**src/rtl/cpu_bus_pkg.sv**
```systemverilog
// Shared types and constants for the CPU memory bus.
// Used by the memory port arbiter and its round-robin picker.
package cpu_bus_pkg;

    typedef enum logic [1:0] {
        IDLE,
        ACCESS,
        DONE
    } state_t;

    localparam logic M_CPU = 1'b0;
    localparam logic M_DMA = 1'b1;

    localparam int DEF_AW = 16;
    localparam int DEF_DW = 16;

endpackage

```
**src/rtl/rr_pick2.sv**
```systemverilog
// Two-way round-robin picker.
// On a tie the master that did not go last wins.
module rr_pick2 (
    input  logic [1:0] req,
    input  logic       last,
    output logic       valid,
    output logic       idx
);

    // pick the lone requester, or the non-last one on a tie
    always_comb begin
        valid = |req;
        idx   = req[1];
        if (&req) begin
            idx = ~last;
        end
    end

endmodule

```
**src/rtl/mem_port_arbiter.sv**
```systemverilog
// Shares one synchronous memory port between the CPU and the DMA engine.
// One access per handshake, serialised with 2-way round-robin fairness.
module mem_port_arbiter
    import cpu_bus_pkg::*;
#(
    parameter int AW      = DEF_AW,
    parameter int DW      = DEF_DW,
    parameter int MEM_LAT = 1
) (
    input  logic          clk,
    input  logic          reset,
    input  logic          req0,
    input  logic          we0,
    input  logic [AW-1:0] addr0,
    input  logic [DW-1:0] wdata0,
    output logic          ack0,
    input  logic          req1,
    input  logic          we1,
    input  logic [AW-1:0] addr1,
    input  logic [DW-1:0] wdata1,
    output logic          ack1,
    output logic [DW-1:0] rdata,
    output logic          mem_en,
    output logic          mem_we,
    output logic [AW-1:0] mem_addr,
    output logic [DW-1:0] mem_wdata,
    input  logic [DW-1:0] mem_rdata,
    output logic          busy,
    output logic          owner
);

    state_t        state, state_n;
    logic [3:0]    cnt, cnt_n;
    logic          last, last_n;
    logic          ack0_n, ack1_n;
    logic [DW-1:0] rdata_n;
    logic          mem_en_n, mem_we_n;
    logic [AW-1:0] mem_addr_n;
    logic [DW-1:0] mem_wdata_n;
    logic          busy_n, owner_n;
    logic          pick_valid, pick_idx;

    rr_pick2 u_pick (
        .req   ({req1, req0}),
        .last  (last),
        .valid (pick_valid),
        .idx   (pick_idx)
    );

    // state and every output are registered together
    always_ff @(posedge clk) begin
        if (reset) begin
            state     <= IDLE;
            cnt       <= '0;
            last      <= M_DMA;
            ack0      <= 1'b0;
            ack1      <= 1'b0;
            rdata     <= '0;
            mem_en    <= 1'b0;
            mem_we    <= 1'b0;
            mem_addr  <= '0;
            mem_wdata <= '0;
            busy      <= 1'b0;
            owner     <= M_CPU;
        end else begin
            state     <= state_n;
            cnt       <= cnt_n;
            last      <= last_n;
            ack0      <= ack0_n;
            ack1      <= ack1_n;
            rdata     <= rdata_n;
            mem_en    <= mem_en_n;
            mem_we    <= mem_we_n;
            mem_addr  <= mem_addr_n;
            mem_wdata <= mem_wdata_n;
            busy      <= busy_n;
            owner     <= owner_n;
        end
    end

    // next-state and next-output logic: grant, count, complete
    always_comb begin
        state_n     = state;
        cnt_n       = cnt;
        last_n      = last;
        ack0_n      = 1'b0;
        ack1_n      = 1'b0;
        rdata_n     = rdata;
        mem_en_n    = mem_en;
        mem_we_n    = mem_we;
        mem_addr_n  = mem_addr;
        mem_wdata_n = mem_wdata;
        owner_n     = owner;
        unique case (state)
            IDLE: begin
                if (pick_valid) begin
                    state_n     = ACCESS;
                    owner_n     = pick_idx;
                    cnt_n       = 4'(MEM_LAT - 1);
                    mem_en_n    = 1'b1;
                    mem_we_n    = pick_idx ? we1 : we0;
                    mem_addr_n  = pick_idx ? addr1 : addr0;
                    mem_wdata_n = pick_idx ? wdata1 : wdata0;
                end
            end
            ACCESS: begin
                if (cnt != 4'd0) begin
                    cnt_n = cnt - 4'd1;
                end else begin
                    state_n  = DONE;
                    mem_en_n = 1'b0;
                    mem_we_n = 1'b0;
                    if (!mem_we) begin
                        rdata_n = mem_rdata;
                    end
                    if (owner) begin
                        ack1_n = 1'b1;
                    end else begin
                        ack0_n = 1'b1;
                    end
                end
            end
            DONE: begin
                last_n  = owner;
                state_n = IDLE;
            end
            default: begin
                state_n  = IDLE;
                mem_en_n = 1'b0;
                mem_we_n = 1'b0;
            end
        endcase
        busy_n = (state_n != IDLE);
    end

endmodule

```
**config.mk**
```make
export PLATFORM = sky130hd
export DESIGN_NAME = mem_port_arbiter
export DESIGN_NICKNAME = d
export VERILOG_FILES = /design/src/rtl/cpu_bus_pkg.sv /design/src/rtl/rr_pick2.sv /design/src/rtl/mem_port_arbiter.sv
export SDC_FILE = /design/constraint.sdc
export NUM_CORES = 1
export LEC_CHECK = 0
export ABC_AREA = 1
export BUFFER_PORTS_ARGS = -buffer_cell sky130_fd_sc_hd__clkbuf_2
export CAP_MARGIN = 20
export CORE_MARGIN = 2
export CORE_UTILIZATION = 35
export CTS_CLUSTER_DIAMETER = 80
export CTS_CLUSTER_SIZE = 30
export DETAILED_ROUTE_END_ITERATION = 16
export GPL_TIMING_DRIVEN = 0
export PLACE_DENSITY = 0.66
export SYNTH_ARGS = -nofsm -noshare
export SYNTH_HDL_FRONTEND = slang
export SYNTH_SLANG_ARGS = --single-unit
```
**constraint.sdc**
```tcl
create_clock -name clk -period 1.6 [get_ports clk]
set_clock_uncertainty 0.1 [all_clocks]
set_input_delay 0.32 -clock clk [delete_from_list [all_inputs] [get_ports clk]]
set_output_delay 0.32 -clock clk [all_outputs]
set_load 0.01 [all_outputs]
```
==> out/results.ini <==
[status]
outcome=finished clean

[place]
port_buffers=139
place_congestion=0.773
dp_cells=554
dp_slack_ns=0.113
placedInstanceArea_um2=3340
dp_hpwl_um=5030

[sta]
finalCritPeriodShare=0.933
clock.fmax_mhz=670
tightestPinTransition_ns=0.451
rsz0062_at_grt=false
finalSetupViolations=0
hold_viol=0
layout_setup_ws_ns=0.108
final.min_clock_period_ns=1.49
fin_tns_setup_ns=0
fin_hold_ws_ns=0.135
max-slew-margin-rel=0.699
drv_slew=0

[hold_path]
hold_depth=3
hold_path_class=in2reg
worstHoldEndpoint=rdata[15]
min_from=mem_rdata[15]

[synth]
yosysMostFrequentCell=nor2_1
yosys.area_share.simple=0.227
synthAdderAreaFrac=0.00993
synth_fp_nets=407
synthMuxAreaShare=0
synth_flop_cell=dfxtp_1
ys_ff_latch=61
synthArstFlopShare=0
synth_area_leaders=dfxtp_1, nor2_1, nand2_1
yosysTopAreaCell=dfxtp_1
synth.top_cell.area_share=0.485
synth_xor_area_frac=0
synth_warnings=0
synth-seq-area-share=0.485
synth_edf_count=0
synthCells=319
synth_top_family_by_area=simple AND/OR/NAND/NOR gates
synth_area_um2=2520
syn_avg_cell_area_um2=7.90
synth_cell_types=28
synth_compound_area_frac=0.206
synth_commonest_cells=nor2_1, dfxtp_1, nand2_1

[power_and_ir_drop]
ir_drop_mv=0.520
power_leakage_nw=1.71
p_per_area_nw_per_um2=1330
power.total_mw=4.70

[worst_setup_path]
critPathCaptureType=flop
path_buf_inv=2
cpLargestDelayFamily=simple AND/OR/NAND/NOR gates
path_class=reg2reg
cp_cell_sequence=inv_1, ha_1, nand2_1, nor2_4, nand2_4, clkbuf_8, o21bai_1, nor2_1
crit_required_ns=1.72
worstPathMaxFanout=10
r2r-end=rdata[7]
cp-start-kind=flop
crit_slowest_cell=dfxtp_1
r2r_setup_slack_ns=0.11
timing.rr.start=cnt[0]
cpPeakStageDelay_ns=0.33
cp_data_arrival_time_ns=1.61
rr_worst_depth=8

[layout]
fin_util=0.513
diodes=0
stdcell_count=570
syn_to_final_growth_pct=40.0
nFillCells=706
num-nets-final=557
post-route-cell-area_um2=3530
regArea_um2=1220
multi_input_area_um2=1110
layout-drive-gt1-share=0.376

[routing]
via_count=2532
first_pass_iters=4
drt-total-wl_um=6420
drtIter0Drc=58
viasPerCell=4.44
ant_nets=0
post_drt_wl_per_cell_um=11.3
route.detailed.drc=0

[grt]
grt_max_degree=12
met2_usage=0.274
antenna_found_initial=0
grtUsageMet1=0.204
overflow=0
grt_busiest_layer=met2
grt_pass1_vias=2349
grt_pass1_wl_um=10300
grt.total_usage=0.168
use_met3=0.0513

[floorplanning]
die_h_um=88.9
initial_core_util=0.367
die_x_um=88.9
rows=30
die_area_um2=7890
coreArea_um2=6870
io_pins=140

[cts]
cts_buffer_depth=2
postCtsSetupRepairBufs=0
clock_latency_ns=0.33
cts.reportedPaths.clkPinSlew_ns=0.07
cts_tree=yes
htree_levels=3
numCtsBuffers=9
cts-root-buf=clkbuf_8
cts-resized-gates=0
cts_hold_buf=0
cts.sinks=61

[job]
max_cap_viol_count=0

[how the worst max path moves through the flow]
| stage | slack, ns | cells after the start | endpoint | startpoint |
|---|---|---|---|---|
| after CTS | 0.1 | 8 | rdata[7] | cnt[0] |
| final | 0.11 | 8 | rdata[7] | cnt[0] |
| after detailed placement | 0.11 | 8 | rdata[7] | cnt[0] |
| after global routing | 0.001 | 9 | rdata[5] | cnt[1] |
| after floorplan | 0.27 | 8 | rdata[0] | cnt[0] |
| after global placement | 0.12 | 6 | mem_addr[8] | reset |
[cell usage in the layout, fill, tap and decap left out, types with 4 or more instances in the layout]
master	n
nor2_1	76
o21bai_1	17
clkbuf_8	10
dfxtp_1	61
o21ai_0	33
buf_2	5
buf_6	4
clkbuf_2	139
o21ai_1	34
clkbuf_1	5
inv_1	11
nand2_1	47
[per-layer routing]
metal | vias to the layer above | wire [um]
li1 | 1341 | -
met1 | 1075 | 2880
met2 | 107 | 2860
met3 | 9 | 582
met4 | 0 | 87
met5 | - | 0
[state kept, by name, summed over array words and instances (netlist names)]
register and cells:
mem_we 1, mem_wdata 16, busy 1, ack0 1
state 2, ack1 1, mem_en 1, mem_addr 16
rdata 16, cnt 4, owner 1, last 1
[area by class of cell]
type,count,area share
plain buffers,16,0.0369
flip-flops and latches,61,0.346
clock inverters,5,0.0170
inverters,13,0.0153
well taps,96,0.0341
multi-input cells,229,0.316
clock buffers,11,0.0372
repair buffers,139,0.197
[logic make-up (layout without fill, tap and decap cells)]
kind of cell | after synthesis | in the layout
simple gates | 136 | 136
buf+inv | 29 | 184
flops | 61 | 61
compound gates | 91 | 91
fa+ha+maj | 2 | 2
[worst min-delay path, stage by stage]
cell and delay [ns]:
clkbuf_2 0.08, o21bai_1 0.06, nor2_1 0.07
[report_power, final]
group          switching [mW]  leakage [nW]  internal (mW)
Sequential              0.164         0.502           1.82
Clock                   0.599        0.0939          0.726
Combinational           0.793          1.11          0.601
Power figures use the tool's default switching activity.
